### src/rtl/frac_logic_ccff_loader_pkg.sv
// Shared types and helpers for the frac_logic ccff chain loader.
// Package frac_cfg_pkg: loader FSM states and counter-width helper.
package frac_cfg_pkg;

   typedef enum logic [1:0] {
      IDLE,
      LOAD,
      DONE
   } ldr_state_t;

   function automatic int cnt_w(input int n);
      return $clog2(n + 1);
   endfunction

endpackage

### src/rtl/frac_logic_ccff_loader_if.sv
// Configuration word stream into the ccff chain loader.
// Master drives words, slave (the loader) returns ready.
interface frac_logic_ccff_loader_if #(
   parameter int W = 8
) ();

   logic [W-1:0] cfg_data;
   logic         cfg_valid;
   logic         cfg_ready;

   modport master (
      output cfg_data,
      output cfg_valid,
      input  cfg_ready
   );

   modport slave (
      input  cfg_data,
      input  cfg_valid,
      output cfg_ready
   );

endinterface

### src/rtl/frac_logic_ccff_loader_ser.sv
// ccff_bit_serializer: W-bit word register shifted out MSB-first.
// Tracks how many bits of the current word are still to be shifted.
module ccff_bit_serializer
   import frac_cfg_pkg::*;
#(
   parameter int W  = 8,
   parameter int BW = cnt_w(W)
) (
   input  logic          clk,
   input  logic          rst_n,
   input  logic          clr,
   input  logic          load,
   input  logic          shift,
   input  logic [W-1:0]  data,
   output logic          head,
   output logic [BW-1:0] bits_left
);

   logic [W-1:0] sreg;

   // clear beats load, load beats shift (a new word replaces the last bit)
   always_ff @(posedge clk) begin
      if (!rst_n) begin
         sreg      <= '0;
         bits_left <= '0;
      end else if (clr) begin
         sreg      <= '0;
         bits_left <= '0;
      end else if (load) begin
         sreg      <= data;
         bits_left <= BW'(W);
      end else if (shift) begin
         sreg      <= {sreg[W-2:0], 1'b0};
         bits_left <= bits_left - 1'b1;
      end
   end

   assign head = sreg[W-1];

endmodule

### src/rtl/frac_logic_ccff_loader.sv
// Loads a frac_logic/fle ccff chain from a word stream, MSB-first.
// Optional tail readback enabled by defining CCFF_READBACK_EN.
module frac_logic_ccff_loader
   import frac_cfg_pkg::*;
#(
   parameter int CHAIN_LEN = 21,
   parameter int W         = 8
) (
   input  logic                   prog_clk,
   input  logic                   pReset_n,
   input  logic                   start,
   input  logic                   abort,
   frac_logic_ccff_loader_if.slave cfg,
   output logic                   ccff_head,
   input  logic                   ccff_tail,
   output logic                   shift_en,
   output logic                   busy,
   output logic                   done,
   output logic [W-1:0]           rb_data,
   output logic                   rb_valid
);

   localparam int CW = cnt_w(CHAIN_LEN);
   localparam int BW = cnt_w(W);
   localparam logic [CW-1:0] LAST_BIT = CW'(CHAIN_LEN - 1);

   ldr_state_t    state;
   logic [CW-1:0] bit_cnt;
   logic [BW-1:0] bits_left;
   logic          active;
   logic          words_req;
   logic          ready;
   logic          step;
   logic          last;
   logic          ld;
   logic          clr;

   assign active    = (state == LOAD);
   assign shift_en  = active && (bits_left != '0);
   assign words_req = (32'(bit_cnt) + 32'(bits_left)) < 32'(CHAIN_LEN);
   assign ready     = active && (bits_left <= BW'(1)) && words_req;
   assign step      = shift_en && !abort;
   assign last      = step && (bit_cnt == LAST_BIT);
   assign ld        = cfg.cfg_valid && ready && !abort;
   assign clr       = (active && abort) || last;

   assign cfg.cfg_ready = ready;
   assign busy          = active;
   assign done          = (state == DONE);

   ccff_bit_serializer #(
      .W  (W),
      .BW (BW)
   ) u_ser (
      .clk       (prog_clk),
      .rst_n     (pReset_n),
      .clr       (clr),
      .load      (ld),
      .shift     (step),
      .data      (cfg.cfg_data),
      .head      (ccff_head),
      .bits_left (bits_left)
   );

   // load sequencer: abort wins, final shift ends the load
   always_ff @(posedge prog_clk) begin
      if (!pReset_n) begin
         state   <= IDLE;
         bit_cnt <= '0;
      end else begin
         unique case (state)
            IDLE: begin
               if (start && !abort) begin
                  state   <= LOAD;
                  bit_cnt <= '0;
               end
            end
            LOAD: begin
               if (abort) begin
                  state   <= IDLE;
                  bit_cnt <= '0;
               end else if (last) begin
                  state   <= DONE;
                  bit_cnt <= '0;
               end else if (step) begin
                  bit_cnt <= bit_cnt + 1'b1;
               end
            end
            DONE: state <= IDLE;
            default: begin
               state   <= IDLE;
               bit_cnt <= '0;
            end
         endcase
      end
   end

`ifdef CCFF_READBACK_EN
   logic [W-1:0]  rb_sreg;
   logic [W-1:0]  rb_next;
   logic [BW-1:0] rb_cnt;

   assign rb_next = {rb_sreg[W-2:0], ccff_tail};

   // old chain contents arrive tail-first; emit per word, partial at end
   always_ff @(posedge prog_clk) begin
      if (!pReset_n) begin
         rb_sreg  <= '0;
         rb_cnt   <= '0;
         rb_data  <= '0;
         rb_valid <= 1'b0;
      end else begin
         rb_valid <= 1'b0;
         if (state == IDLE) begin
            rb_sreg <= '0;
            rb_cnt  <= '0;
         end else if (step) begin
            if (last || rb_cnt == BW'(W - 1)) begin
               rb_data  <= rb_next;
               rb_valid <= 1'b1;
               rb_sreg  <= '0;
               rb_cnt   <= '0;
            end else begin
               rb_sreg <= rb_next;
               rb_cnt  <= rb_cnt + 1'b1;
            end
         end
      end
   end
`else
   logic unused_tail;

   assign unused_tail = ccff_tail;
   assign rb_data     = '0;
   assign rb_valid    = 1'b0;
`endif

endmodule

### src/flat_wrapper.sv
// flat-port wrapper written by rule: the top's interface ports become plain ports
module frac_logic_ccff_loader_flat import frac_cfg_pkg::*;
#(
   parameter int CHAIN_LEN = 21,
   parameter int W         = 8
)
  (prog_clk, pReset_n, start, abort, ccff_head, ccff_tail, shift_en, busy, done, rb_data, rb_valid, cfg_cfg_data, cfg_cfg_valid, cfg_cfg_ready);
  frac_logic_ccff_loader_if #(.W(W)) cfg_i ();
  input  logic prog_clk;
  input  logic pReset_n;
  input  logic start;
  input  logic abort;
  output logic ccff_head;
  input  logic ccff_tail;
  output logic shift_en;
  output logic busy;
  output logic done;
  output logic [W-1:0] rb_data;
  output logic rb_valid;
  input wire logic [$bits(cfg_i.cfg_data)-1:0] cfg_cfg_data;
  input wire logic [$bits(cfg_i.cfg_valid)-1:0] cfg_cfg_valid;
  output wire logic [$bits(cfg_i.cfg_ready)-1:0] cfg_cfg_ready;
  assign cfg_i.cfg_data = cfg_cfg_data;
  assign cfg_i.cfg_valid = cfg_cfg_valid;
  assign cfg_cfg_ready = cfg_i.cfg_ready;
  frac_logic_ccff_loader #(.CHAIN_LEN(CHAIN_LEN), .W(W)) u_core (.prog_clk(prog_clk), .pReset_n(pReset_n), .start(start), .abort(abort), .cfg(cfg_i), .ccff_head(ccff_head), .ccff_tail(ccff_tail), .shift_en(shift_en), .busy(busy), .done(done), .rb_data(rb_data), .rb_valid(rb_valid));
endmodule
### config.mk
export PLATFORM = sky130hd
export DESIGN_NAME = frac_logic_ccff_loader_flat
export DESIGN_NICKNAME = d
export VERILOG_FILES = /design/src/rtl/frac_logic_ccff_loader_pkg.sv /design/src/rtl/frac_logic_ccff_loader_if.sv /design/src/rtl/frac_logic_ccff_loader_ser.sv /design/src/rtl/frac_logic_ccff_loader.sv /design/src/flat_wrapper.sv
export SDC_FILE = /design/constraint.sdc
export NUM_CORES = 1
export LEC_CHECK = 0
export CAP_MARGIN = 25
export CORE_ASPECT_RATIO = 0.8
export CORE_MARGIN = 2
export CORE_UTILIZATION = 45
export CTS_BUF_LIST = sky130_fd_sc_hd__clkbuf_4 sky130_fd_sc_hd__clkbuf_8
export CTS_CLUSTER_DIAMETER = 60
export DETAILED_ROUTE_END_ITERATION = 16
export DONT_BUFFER_PORTS = 1
export PLACE_DENSITY_LB_ADDON = 0.1
export SLEW_MARGIN = 20
export SYNTH_ARGS = -nofsm -noshare
export SYNTH_HDL_FRONTEND = slang
export SYNTH_SLANG_ARGS = --single-unit
export TNS_END_PERCENT = 10
### constraint.sdc
create_clock -name prog_clk -period 4.5 [get_ports prog_clk]
set_input_delay 1.35 -clock prog_clk [delete_from_list [all_inputs] [get_ports prog_clk]]
set_output_delay 1.35 -clock prog_clk [all_outputs]
set_load 0.05 [all_outputs]
Word-level counts from Yosys, hierarchy flattened
Index checks and enable logic that the tools add are counted.
W data, S select, Z words.
{ "word_totals": {"register_bits": 19, "out_inout_bits": 14, "word_cells": 49, "latchBits": 0, "rom_bits": 0, "ramBits": 0, "n_memories": 0} }
{ "classes": {"muxes": 13, "addsub": 3, "div_mod_pow": 0, "n_shift": 0, "bitwise_logic": 2, "n_eq_ne": 6, "order_cmp": 2, "mul": 0, "n_reduce_logical": 18} }
{ "op_table": {"columns": ["operator", "n"], "rows": [
  ["$lt A32 B5 Y1 const B", 1],
  ["$mux W5", 4],
  ["$mux W8", 2],
  ["$pmux W5 S3", 1],
  ["$logic_and A1 B1 Y1", 9],
  ["$mux W4", 2],
  ["$add A5 B4 Y6", 1],
  ["$mux W2", 3],
  ["$add A5 B1 Y5 const B", 1],
  ["$eq A5 B5 Y1 const B", 1],
  ["$le A4 B1 Y1 const B", 1],
  ["$ne A4 B4 Y1 const B", 1],
  ["$pmux W2 S2", 1],
  ["$reduce_bool A4 Y1", 1],
  ["$sub A4 B1 Y4 const B", 1],
  ["$ne A3 B3 Y1 const B", 1],
  ["$reduce_and A3 Y1", 1],
  ["$reduce_or A3 Y1", 1],
  ["$eq A2 B1 Y1 const B", 1],
  ["$eq A2 B2 Y1 const B", 1],
  ["$logic_not A2 Y1", 1],
  ["$ne A2 B1 Y1 const B", 1],
  ["$not A1 Y1", 2],
  ["$reduce_and A2 Y1", 1],
  ["4 further kinds", 4]
]} }

Longest topological paths before layout
Gate-level depths: netlist (run 1).
{ "depth": {"depth_word": 7, "depth_mapped": 8} }

Hierarchy
Synthesis (run 1) repeated with hierarchy kept, for this count alone.
{ "unflattened": {"cells_unflattened": 147, "hier_area_um2": 1322.5} }
{ "by_module_without_submodules": {"columns": ["module", "cells_per_inst", "area_per_inst_um2", "n_inst"], "rows": [
  ["frac_logic_ccff_loader", 86, 705.7, 1],
  ["ccff_bit_serializer", 61, 616.8, 1]
]} }

Worst setup path after synthesis (run 1)
Ideal clock, no wire load.
{ "synth_path": {"path_type": "reg2out", "from": "register u_core.u_ser.bits_left[0]", "to": "output cfg_cfg_ready", "arrival_ps": 2281, "stages_incl_launch_ff": 8, "required_time_ps": 3150, "path_buffers": 1, "setup_slack_ps": 869, "cell_sequence": "dfxtp_1 > ha_1 > fa_1 > xnor2_1 > o32ai_2 > o211a_1 > buf_6 > nor2_1"} }
{ "synth_via": {"elab_chain_len": 3, "elab_cells_between_ends": 5} }
{ "synth_lines": {"columns": ["element", "line_no", "source"], "rows": [
  ["start: declaration", "frac_logic_ccff_loader_ser.sv:16", "output logic [BW-1:0] bits_left"],
  ["start signal: assignment", "frac_logic_ccff_loader_ser.sv:31", "bits_left <= BW'(W);"],
  ["start signal: assignment", "frac_logic_ccff_loader_ser.sv:34", "bits_left <= bits_left - 1'b1;"],
  ["$add A5 B4 Y6 / $le A4 B1 Y1 (equally long branches)", "frac_logic_ccff_loader.sv:40, frac_logic_ccff_loader.sv:41", null],
  ["$lt A32 B5 Y1 / $logic_and A1 B1 Y1 (equally long branches)", "frac_logic_ccff_loader.sv:40, frac_logic_ccff_loader.sv:41", null],
  ["$logic_and A1 B1 Y1 *", "frac_logic_ccff_loader.sv:41", "assign ready = active && (bits_left <= BW'(1)) && words_req;"],
  ["end: declaration", "flat_wrapper.sv:22", "output wire logic [$bits(cfg_i.cfg_ready)-1:0] cfg_cfg_ready;"]
]} }
Mark *: on every way between the ends. The rest lies on a longest branch, timed or not.

Worst setup path after layout (run 1)
Ends and elaborated chain as after synthesis.

==> results of run 1 <==
==> final cells by class <==
cell class	count	area share, %
multi-input cells	120	64.4
clock buffers	4	3.36
well taps	40	3.45
flip-flops and latches	19	26.2
inverters	8	2.07
repair buffers	1	0.518
==> report_power, final <==
| group | total (mW) | internal [mW] | switching [mW] |
|---|---|---|---|
| registers | 0.174 | 0.171 | 0.00311 |
| logic | 0.0461 | 0.0100 | 0.0361 |
| clock network | 0.126 | 0.0690 | 0.0566 |
| total | 0.345 | 0.250 | 0.0958 |
==> Yosys cell counts (2+ instances only) <==
library cell | number | area share (%)
xnor2_1 | 2 | 1.2
nand3_1 | 4 | 1.4
nor4_2 | 3 | 2.6
a211oi_1 | 6 | 3.2
nand2_1 | 11 | 2.9
nand3_2 | 2 | 1.4
nor2_1 | 5 | 1.3
inv_1 | 7 | 1.8
nor3b_1 | 3 | 1.6
nor2b_1 | 3 | 1.3
buf_4 | 9 | 4.7
a21o_1 | 2 | 1.1
mux2i_1 | 7 | 4.9
o21ai_0 | 3 | 1.1
o2bb2ai_1 | 2 | 1.2
xor2_1 | 2 | 1.2
nor3_2 | 2 | 1.4
nor3_1 | 2 | 0.70
o32ai_2 | 3 | 3.4
buf_6 | 3 | 2.4
nor4_1 | 5 | 2.2
a21oi_1 | 7 | 2.5
dfxtp_1 | 19 | 27
ha_1 | 9 | 7.9
nand2b_1 | 3 | 1.3
and2_1 | 2 | 0.88
==> worst max-delay path: cells and delay by family (launching register included) <==
family          cells  cell delay (ps)
fa+ha+maj           2              650
simple gates        1               90
buf+inv             1              210
compound gates      2              650
flops               1              380
xor+xnor            1              160
==> state kept, by name, summed over array words and instances (netlist names) <==
signal	flops
u_core.state	2
u_core.u_ser.bits_left	4
u_core.bit_cnt	5
u_core.u_ser.sreg	8
==> through the flow <==
stage	cells	worst slack, ps	utilization, %
2_1_floorplan	161	869	-
3_3_place_gp	188	1090	45.8
3_5_place_dp	188	1030	45.8
4_1_cts	192	754	47.3
5_1_grt	192	607	47.3
6_report	192	764	47.3
==> logic make-up after synthesis <==
group | Yosys count
flip-flops | 19
adder cells (fa/ha/maj) | 10
other | 1
multiplexers | 7
XOR/XNOR | 4
AND/OR/NAND/NOR | 56
buffers and inverters | 22
AO/OA/AOI/OAI | 34
==> worst paths after layout <==
path,cells past startpoint,slack [ps],from,to
min reg2reg,1,540,u_core.state[1]$_SDFFE_PN0P_,u_core.state[0]$_SDFFE_PN0P_
max,7,760,u_core.u_ser.bits_left[0]$_SDFFE_PP0P_,cfg_cfg_ready
min,1,540,u_core.state[1]$_SDFFE_PN0P_,u_core.state[0]$_SDFFE_PN0P_
max reg2reg,7,2170,u_core.u_ser.bits_left[0]$_SDFFE_PP0P_,u_core.u_ser.sreg[7]$_SDFFE_PP0P_
==> per-layer routing <==
metal,routed length (um),part of all wire (%),vias to the layer above,GRT usage (%)
li1,-,-,543,-
met1,1520,54,480,27.0
met2,1160,41,21,24.2
met3,122,4.3,2,4.94
met4,10,0.36,0,4.08
met5,0,0,-,0
==> flow_results.xml, run 1 <==
<?xml version="1.0" encoding="UTF-8"?>
<metrics>
  <group name="clocking">
    <metric name="clkSlewWorstSetupHoldPaths" unit="ps">70</metric>
    <metric name="cts_resized" unit="">0</metric>
    <metric name="h_tree_levels" unit="">1</metric>
    <metric name="postCtsHoldBufs" unit="">0</metric>
    <metric name="cts_setup_buffers" unit="">0</metric>
    <metric name="cts-buffers-inserted" unit="">3</metric>
    <metric name="worst_skew_pair.late_latency" unit="ps">260</metric>
    <metric name="clkSinkCount" unit="">19</metric>
    <metric name="cts-root-buf" unit="">clkbuf_8</metric>
    <metric name="tritoncts" unit="">done</metric>
    <metric name="cts_max_path_buffers" unit="">2</metric>
  </group>
  <group name="layout">
    <metric name="layout.filler_cells" unit="">303</metric>
    <metric name="share_of_cells_above_drive_strength_1" unit="%">17.1</metric>
    <metric name="mostFrequentLayoutCell" unit="">dfxtp_1</metric>
    <metric name="insertedDiodeCount" unit="">0</metric>
    <metric name="multiInputGateArea" unit="um2">933</metric>
    <metric name="seq_area" unit="um2">380</metric>
    <metric name="post-route-cell-area" unit="um2">1450</metric>
    <metric name="area_growth" unit="%">1.93</metric>
    <metric name="finish.net_count" unit="">177</metric>
    <metric name="final_cell_mix" unit="">dfxtp_1 (19), nand2_1 (11), ha_1 (9), conb_1 (9)</metric>
  </group>
  <group name="floorplan">
    <metric name="start_util" unit="%">46.4</metric>
    <metric name="die-area" unit="um2">3630</metric>
    <metric name="chipWidth" unit="um">66.9</metric>
    <metric name="die_height" unit="um">54.3</metric>
    <metric name="placement_rows" unit="">18</metric>
    <metric name="top_level_ports" unit="">28</metric>
    <metric name="core" unit="um2">3060</metric>
  </group>
  <group name="setup_path">
    <metric name="critical_path_peak_fanout" unit="">9</metric>
    <metric name="worst_ep_arrival_time" unit="ps">2390</metric>
    <metric name="timing.critical_path.cells" unit="">ha_1 -&gt; fa_1 -&gt; xnor2_1 -&gt; o32ai_2 -&gt; o211a_1 -&gt; nor2_1 -&gt; buf_4</metric>
    <metric name="worst_setup_path_end_kind" unit="">output port</metric>
    <metric name="slowest_stage" unit="">o211a_1</metric>
    <metric name="start_kind" unit="">flop</metric>
    <metric name="crit_path_max_cell_delay" unit="ps">480</metric>
    <metric name="worst_path_required" unit="ps">3150</metric>
    <metric name="critical_path_class" unit="">reg -&gt; out</metric>
  </group>
  <group name="global_route">
    <metric name="pin_count_of_the_biggest_net_entering_global_routing" unit="">13</metric>
    <metric name="grt_antenna_before_repair" unit="">0</metric>
    <metric name="grt_use_total" unit="%">17.7</metric>
    <metric name="grt_overflow_total" unit="">0</metric>
    <metric name="grt_pass1_wl" unit="um">4680</metric>
    <metric name="grt_pass1_vias" unit="">934</metric>
  </group>
  <group name="pwr">
    <metric name="post_layout_power" unit="mW">0.345</metric>
    <metric name="power_per_cell_area" unit="nW/um2">238</metric>
    <metric name="static-leakage-power" unit="nW">0.508</metric>
    <metric name="vdd_drop_max" unit="uV">202</metric>
  </group>
  <group name="detailed_routing">
    <metric name="routedWlPerCell" unit="um">14.6</metric>
    <metric name="detail-route-antenna-nets" unit="">0</metric>
    <metric name="drt_first_pass_iters" unit="">4</metric>
    <metric name="drcViolationCount" unit="">0</metric>
    <metric name="wirelength" unit="um">2810</metric>
    <metric name="detailedRoute.firstIterationViolations" unit="">46</metric>
    <metric name="vias_per_inst" unit="">5.45</metric>
    <metric name="dr_total_vias" unit="">1046</metric>
  </group>
  <group name="timing">
    <metric name="tightest_slew" unit="ps">915</metric>
    <metric name="tns" unit="ps">0</metric>
    <metric name="timing.max_slew.rel_slack" unit="%">38.8</metric>
    <metric name="worst_skew" unit="ps">5.31</metric>
    <metric name="hold_ws" unit="ps">543</metric>
    <metric name="final_report_max_slew_violation_count" unit="">0</metric>
    <metric name="maximum_achievable_frequency" unit="MHz">268</metric>
    <metric name="period_share" unit="%">83.0</metric>
    <metric name="finalHoldViolCount" unit="">0</metric>
    <metric name="rsz0062_at_grt" unit="">no</metric>
    <metric name="report.final.setup_viol" unit="">0</metric>
    <metric name="period_needed" unit="ps">3740</metric>
  </group>
  <group name="yosys">
    <metric name="synth-adder-area-share" unit="%">9.32</metric>
    <metric name="synth_area_per_cell" unit="um2">9.30</metric>
    <metric name="postSynth.topFlopCell" unit="">dfxtp_1</metric>
    <metric name="syn_inst" unit="">153</metric>
    <metric name="seq_area_frac_synth" unit="%">26.7</metric>
    <metric name="synth-seq-cells" unit="">19</metric>
    <metric name="synth.lib_cells_used.distinct" unit="">53</metric>
    <metric name="synth-edff-count" unit="">0</metric>
    <metric name="synth.area.mux_share" unit="%">4.93</metric>
    <metric name="post_synth_xor_area_fraction" unit="%">2.46</metric>
    <metric name="synthesis.yosys.warnings" unit="">0</metric>
    <metric name="synth_compound_area_share" unit="%">19.9</metric>
    <metric name="asr_flop_ratio_synth" unit="%">0</metric>
    <metric name="synth_simple_gate_area_share" unit="%">26.6</metric>
    <metric name="largest_family_of_logic_cells_by_synthesized_area" unit="">simple AND/OR/NAND/NOR gates</metric>
    <metric name="synth_area" unit="um2">1420</metric>
  </group>
  <group name="placement">
    <metric name="hpwlAfterDp" unit="um">2150</metric>
    <metric name="finalWeightedCongestion" unit="">0.797</metric>
    <metric name="detailed_place.area" unit="um2">1400</metric>
    <metric name="port_buffers" unit="">0</metric>
  </group>
  <group name="worst_hold_path">
    <metric name="min_path_type" unit="">reg -&gt; reg</metric>
  </group>
  <group name="status">
    <metric name="outcome" unit="">finished clean</metric>
  </group>
  <group name="job">
    <metric name="maxCapViolCount" unit="">0</metric>
  </group>
</metrics>
(Power assumes the default switching activity.)
==> run 2: changes to the inputs <==
- clock period: 4.5 -> 3.1 ns (I/O delays scaled with it)
==> run 2 against run 1 <==
  * First-iteration DRC count fell by 26%
  * Critical path depth did not move
  * Clock power rose by 38%
  * Die area did not move
  * Final cell count rose by 3.1%
  * Non-clock buffer count rose by 6
  * Combinational power rose by 56%
  * Critical endpoint unchanged
  * Largest cell class unchanged
==> flow_results.xml, run 2 (synthesized netlist as in run 1, its figures left out) <==
<?xml version="1.0" encoding="UTF-8"?>
<metrics>
  <group name="status">
    <metric name="outcome" unit="">finished clean</metric>
  </group>
  <group name="setup_path">
    <metric name="critical_path_class" unit="">reg -&gt; out</metric>
    <metric name="start_kind" unit="">flop</metric>
    <metric name="worst_path_required" unit="ps">2170</metric>
    <metric name="worst_setup_path_end_kind" unit="">output port</metric>
    <metric name="worst_ep_arrival_time" unit="ps">2060</metric>
    <metric name="critical_path_peak_fanout" unit="">5</metric>
  </group>
  <group name="clocking">
    <metric name="clkSlewWorstSetupHoldPaths" unit="ps">70</metric>
    <metric name="clkSinkCount" unit="">19</metric>
    <metric name="cts-root-buf" unit="">clkbuf_8</metric>
    <metric name="cts_setup_buffers" unit="">0</metric>
    <metric name="cts_max_path_buffers" unit="">2</metric>
    <metric name="h_tree_levels" unit="">1</metric>
    <metric name="cts-buffers-inserted" unit="">3</metric>
    <metric name="cts_resized" unit="">0</metric>
    <metric name="worst_skew_pair.late_latency" unit="ps">260</metric>
    <metric name="postCtsHoldBufs" unit="">0</metric>
    <metric name="tritoncts" unit="">done</metric>
  </group>
  <group name="layout">
    <metric name="share_of_cells_above_drive_strength_1" unit="%">23.4</metric>
    <metric name="final_util" unit="%">49.6</metric>
    <metric name="largest_register_ff_count" unit="">8</metric>
    <metric name="area_growth" unit="%">6.77</metric>
    <metric name="stdcell_count" unit="">198</metric>
    <metric name="layout.filler_cells" unit="">322</metric>
    <metric name="insertedDiodeCount" unit="">0</metric>
    <metric name="seq_area" unit="um2">384</metric>
    <metric name="registers.top_by_ff_count" unit="">u_core.u_ser.sreg</metric>
    <metric name="mostFrequentLayoutCell" unit="">dfxtp_1</metric>
    <metric name="finish.net_count" unit="">183</metric>
    <metric name="multiInputGateArea" unit="um2">943</metric>
    <metric name="final_cell_mix" unit="">dfxtp_1 (16), nand2_1 (11), conb_1 (9)</metric>
    <metric name="largest_registers" unit="">u_core.u_ser.sreg x8, u_core.bit_cnt x5, u_core.u_ser.bits_left x4</metric>
  </group>
  <group name="floorplan">
    <metric name="core" unit="um2">3060</metric>
    <metric name="die-area" unit="um2">3630</metric>
    <metric name="placement_rows" unit="">18</metric>
    <metric name="chipWidth" unit="um">66.9</metric>
    <metric name="die_height" unit="um">54.3</metric>
    <metric name="top_level_ports" unit="">28</metric>
    <metric name="start_util" unit="%">46.4</metric>
  </group>
  <group name="detailed_routing">
    <metric name="drcViolationCount" unit="">0</metric>
    <metric name="top_layer_used" unit="">met4</metric>
    <metric name="dr_total_vias" unit="">1117</metric>
    <metric name="detailedRoute.firstIterationViolations" unit="">34</metric>
    <metric name="detail-route-antenna-nets" unit="">0</metric>
    <metric name="wirelength" unit="um">3010</metric>
    <metric name="met2WireLength" unit="um">1370</metric>
    <metric name="routedLengthMet1" unit="um">1490</metric>
    <metric name="total_length_of_routed_met3_wires" unit="um">103</metric>
    <metric name="vias_per_inst" unit="">5.64</metric>
    <metric name="routedWlPerCell" unit="um">15.2</metric>
    <metric name="drt_first_pass_iters" unit="">4</metric>
  </group>
  <group name="timing">
    <metric name="period_needed" unit="ps">2990</metric>
    <metric name="report.final.setup_viol" unit="">0</metric>
    <metric name="maximum_achievable_frequency" unit="MHz">335</metric>
    <metric name="tns" unit="ps">0</metric>
    <metric name="tightest_slew" unit="ps">540</metric>
    <metric name="final_report_max_slew_violation_count" unit="">0</metric>
    <metric name="finalHoldViolCount" unit="">0</metric>
    <metric name="worst_skew" unit="ps">2.68</metric>
    <metric name="timing.max_slew.rel_slack" unit="%">63.9</metric>
    <metric name="period_share" unit="%">96.4</metric>
    <metric name="final_critical_path_setup_slack" unit="ps">112</metric>
    <metric name="rsz0062_at_grt" unit="">no</metric>
  </group>
  <group name="job">
    <metric name="maxCapViolCount" unit="">0</metric>
  </group>
  <group name="global_route">
    <metric name="grt_use_total" unit="%">18.7</metric>
    <metric name="grt_overflow_total" unit="">0</metric>
    <metric name="grt_pass1_vias" unit="">1140</metric>
    <metric name="pin_count_of_the_biggest_net_entering_global_routing" unit="">13</metric>
    <metric name="grt_antenna_before_repair" unit="">0</metric>
    <metric name="grt_pass1_wl" unit="um">5050</metric>
  </group>
  <group name="placement">
    <metric name="placed_cells" unit="">194</metric>
    <metric name="dp_worst_setup_slack" unit="ps">308</metric>
    <metric name="hpwlAfterDp" unit="um">2350</metric>
    <metric name="port_buffers" unit="">0</metric>
    <metric name="finalWeightedCongestion" unit="">0.749</metric>
  </group>
  <group name="worst_hold_path">
    <metric name="min_path_type" unit="">reg -&gt; reg</metric>
  </group>
  <group name="pwr">
    <metric name="post_layout_power" unit="mW">0.498</metric>
    <metric name="vdd_drop_max" unit="uV">193</metric>
    <metric name="power_per_cell_area" unit="nW/um2">328</metric>
    <metric name="static-leakage-power" unit="nW">0.541</metric>
  </group>
</metrics>
## run 2: worst max-delay path, cell delays in order (launching register included)
cell	delay, ps
dfxtp_2	350
buf_4	150
fa_1	420
xnor2_1	200
o32ai_2	130
o211a_1	280
nor2_4	130
buf_12	140
## run 2: report_power, final
part	switching [mW]	internal [mW]	total (mW)	leakage, nW
sequential	0.00423	0.248	0.252	0.155
combinational	0.0544	0.0177	0.0721	0.361
clock	0.0843	0.0894	0.174	0.0255
total	0.143	0.355	0.498	0.541
## run 2: through the flow
step	hold WS, ps	area, um2
after CTS	549	1510
after global placement	528	1460
after floorplan	493	1460
final	545	1520
after detailed placement	534	1460
after global routing	572	1520
## run 2: final timing paths
kind	from	end	cells after the start	slack (ps)
setup / recovery	u_core.bit_cnt[1]$_SDFFE_PN0P_	cfg_cfg_ready	7	110
hold reg to reg	u_core.bit_cnt[4]$_SDFFE_PN0P_	u_core.bit_cnt[4]$_SDFFE_PN0P_	2	550
setup reg to reg	u_core.bit_cnt[1]$_SDFFE_PN0P_	u_core.u_ser.sreg[5]$_SDFFE_PP0P_	8	900
hold / removal	u_core.bit_cnt[4]$_SDFFE_PN0P_	u_core.bit_cnt[4]$_SDFFE_PN0P_	2	550
## run 2: area by class of cell
cell class              instances  share of cell area, %
well taps                      40                   3.29
multi-input cells             120                   62.1
repair buffers                  7                   4.28
clock buffers                   3                   2.72
clock inverters                 1                  0.329
inverters                       8                   1.98
flip-flops and latches         19                   25.3
## run 2: layer usage
layer / GRT usage [%] / vias to the layer above
li1: - / 555
met1: 25.8 / 530
met2: 29.7 / 26
met3: 2.26 / 6
met4: 8.16 / 0
met5: 0 / -
==> run 3: changes to the inputs <==
- CORE_MARGIN: 2 -> not set
==> run 3 against run 2 <==
  * Critical path depth unchanged
  * Cell area shrank 0.82%
  * Sequential power barely moved
  * Critical endpoint unchanged
==> flow_results.xml, run 3 (synthesized netlist as in run 1, its figures left out) <==
<?xml version="1.0" encoding="UTF-8"?>
<metrics>
  <group name="setup_path">
    <metric name="critical_path_peak_fanout" unit="">7</metric>
    <metric name="slowest_stage" unit="">fa_2</metric>
    <metric name="crit-reg2reg-launch" unit="">u_core.bit_cnt[0]$_SDFFE_PN0P_</metric>
    <metric name="critical_path_class" unit="">reg -&gt; out</metric>
    <metric name="r2r-end" unit="">u_core.u_ser.sreg[6]$_SDFFE_PP0P_</metric>
    <metric name="worst_path_required" unit="ps">2170</metric>
    <metric name="start_kind" unit="">flop</metric>
    <metric name="setup.reg_to_reg.worst_slack" unit="ps">760</metric>
    <metric name="crit_path_max_cell_delay" unit="ps">420</metric>
    <metric name="timing.critical_path.cells" unit="">ha_1 -&gt; fa_2 -&gt; nor2_1 -&gt; o32ai_2 -&gt; o211a_1 -&gt; nor2_4 -&gt; buf_12</metric>
    <metric name="worst_ep_arrival_time" unit="ps">2060</metric>
    <metric name="worst_setup_path_end_kind" unit="">output port</metric>
    <metric name="r2r_cells" unit="">9</metric>
  </group>
  <group name="global_route">
    <metric name="grt_pass1_vias" unit="">1005</metric>
    <metric name="grt_use_total" unit="%">17.6</metric>
    <metric name="grt_overflow_total" unit="">0</metric>
    <metric name="pin_count_of_the_biggest_net_entering_global_routing" unit="">13</metric>
    <metric name="grt_antenna_before_repair" unit="">0</metric>
    <metric name="grt_pass1_wl" unit="um">4500</metric>
  </group>
  <group name="layout">
    <metric name="insertedDiodeCount" unit="">0</metric>
    <metric name="stdcell_count" unit="">194</metric>
    <metric name="final_cell_mix" unit="">dfxtp_1 (14), nand2_1 (11), conb_1 (9)</metric>
    <metric name="mostFrequentLayoutCell" unit="">dfxtp_1</metric>
    <metric name="post-route-cell-area" unit="um2">1510</metric>
    <metric name="finish.net_count" unit="">181</metric>
    <metric name="largest_register_ff_count" unit="">8</metric>
    <metric name="largest_registers" unit="">u_core.u_ser.sreg x8, u_core.bit_cnt x5, u_core.u_ser.bits_left x4</metric>
    <metric name="share_of_cells_above_drive_strength_1" unit="%">24.4</metric>
    <metric name="area_growth" unit="%">5.89</metric>
    <metric name="layout.filler_cells" unit="">270</metric>
    <metric name="registers.top_by_ff_count" unit="">u_core.u_ser.sreg</metric>
  </group>
  <group name="detailed_routing">
    <metric name="detailedRoute.firstIterationViolations" unit="">27</metric>
    <metric name="routedWlPerCell" unit="um">14.2</metric>
    <metric name="dr_total_vias" unit="">1099</metric>
    <metric name="wirelength" unit="um">2760</metric>
    <metric name="drt_first_pass_iters" unit="">4</metric>
    <metric name="drcViolationCount" unit="">0</metric>
    <metric name="vias_per_inst" unit="">5.66</metric>
    <metric name="detail-route-antenna-nets" unit="">0</metric>
  </group>
  <group name="timing">
    <metric name="maximum_achievable_frequency" unit="MHz">334</metric>
    <metric name="rsz0062_at_grt" unit="">no</metric>
    <metric name="final_report_max_slew_violation_count" unit="">0</metric>
    <metric name="tightest_slew" unit="ps">586</metric>
    <metric name="tns" unit="ps">0</metric>
    <metric name="period_share" unit="%">96.6</metric>
    <metric name="finalHoldViolCount" unit="">0</metric>
    <metric name="period_needed" unit="ps">2990</metric>
    <metric name="worst_skew" unit="ps">1.61</metric>
    <metric name="timing.max_slew.rel_slack" unit="%">60.9</metric>
    <metric name="report.final.setup_viol" unit="">0</metric>
  </group>
  <group name="clocking">
    <metric name="cts-buffers-inserted" unit="">3</metric>
    <metric name="h_tree_levels" unit="">1</metric>
    <metric name="worst_skew_pair.late_latency" unit="ps">260</metric>
    <metric name="postCtsHoldBufs" unit="">0</metric>
    <metric name="clkSinkCount" unit="">19</metric>
    <metric name="clkSlewWorstSetupHoldPaths" unit="ps">70</metric>
    <metric name="tritoncts" unit="">done</metric>
    <metric name="cts-root-buf" unit="">clkbuf_8</metric>
    <metric name="cts_max_path_buffers" unit="">2</metric>
  </group>
  <group name="floorplan">
    <metric name="die-area" unit="um2">3390</metric>
    <metric name="die_height" unit="um">52.3</metric>
    <metric name="core" unit="um2">2870</metric>
    <metric name="chipWidth" unit="um">64.9</metric>
    <metric name="top_level_ports" unit="">28</metric>
    <metric name="placement_rows" unit="">17</metric>
    <metric name="start_util" unit="%">49.5</metric>
  </group>
  <group name="placement">
    <metric name="hpwlAfterDp" unit="um">2090</metric>
    <metric name="placed_cells" unit="">189</metric>
    <metric name="detailed_place.area" unit="um2">1440</metric>
    <metric name="finalWeightedCongestion" unit="">0.778</metric>
    <metric name="port_buffers" unit="">0</metric>
  </group>
  <group name="pwr">
    <metric name="static-leakage-power" unit="nW">0.530</metric>
    <metric name="power_per_cell_area" unit="nW/um2">330</metric>
    <metric name="vdd_drop_max" unit="uV">183</metric>
    <metric name="post_layout_power" unit="mW">0.498</metric>
  </group>
  <group name="worst_hold_path">
    <metric name="min_to" unit="">u_core.bit_cnt[4]$_SDFFE_PN0P_</metric>
    <metric name="min_path_type" unit="">reg -&gt; reg</metric>
    <metric name="hp-start" unit="">u_core.bit_cnt[4]$_SDFFE_PN0P_</metric>
    <metric name="hold-path-cell-count" unit="">2</metric>
  </group>
  <group name="status">
    <metric name="outcome" unit="">finished clean</metric>
  </group>
  <group name="job">
    <metric name="maxCapViolCount" unit="">0</metric>
  </group>
</metrics>
## run 3: changes by cell type in the layout (fill, tap and decap cells not counted)
cell	delta
fa_2	+1
fa_1	-1
dfxtp_2	+2
dfxtp_1	-2
buf_4	-2
## run 3: worst max-delay path by stage
stage,from,to,slack [ps],cells past startpoint
CTS,u_core.u_ser.bits_left[0]$_SDFFE_PP0P_,cfg_cfg_ready,10,7
global placement,u_core.u_ser.bits_left[0]$_SDFFE_PP0P_,cfg_cfg_ready,290,7
finish,u_core.bit_cnt[0]$_SDFFE_PN0P_,cfg_cfg_ready,110,7
global route,u_core.u_ser.bits_left[1]$_SDFFE_PP0P_,cfg_cfg_ready,10,6
floorplan,u_core.u_ser.bits_left[0]$_SDFFE_PP0P_,cfg_cfg_ready,120,7
detailed placement,u_core.u_ser.bits_left[0]$_SDFFE_PP0P_,cfg_cfg_ready,260,7
## run 3: timing repair
action | in CTS | in global routing
setup buffers | 0 | 1
gates resized for setup | 2 | 6
setup endpoints to repair | 1 | 1
pin swaps | 0 | 2
## run 3: area by class of cell
class	instances	area [um2]	area share (%)
clock inverters	1	5.00	0.332
multi-input cells	120	946	62.8
inverters	8	30.0	1.99
well taps	38	47.5	3.16
clock buffers	3	41.3	2.74
flip-flops and latches	19	387	25.7
repair buffers	5	50.0	3.32
## run 3: critical path: cells and delay by family, from the launching register on
family,cells,cell delay (ps)
fa+ha+maj,2,610
flops,1,400
compound gates,2,360
simple gates,2,280
buf+inv,1,140
## run 3: per-layer routing
layer | track usage [%] | vias up | wire length, um
met1 | 25.0 | 510 | 1430
met3 | 1.30 | 5 | 86
met4 | 8.89 | 0 | 48
li1 | - | 555 | -
met2 | 26.7 | 29 | 1190
met5 | 0 | - | 0
## run 3: metrics by stage
stage / util [%] / setup WS (ps) / hold WS, ps
2_1_floorplan: - / 116 / 493
3_5_place_dp: 50.0 / 258 / 532
3_3_place_gp: 50.0 / 288 / 523
6_report: 52.5 / 106 / 541
5_1_grt: 52.5 / 11.5 / 569
4_1_cts: 51.7 / 11.7 / 547
## run 3: report_power, final
group | internal [mW] | switching (mW) | leakage [nW]
combinational | 0.0166 | 0.0529 | 0.348
clock | 0.0895 | 0.0866 | 0.0255
sequential | 0.248 | 0.00462 | 0.156
total | 0.354 | 0.144 | 0.530
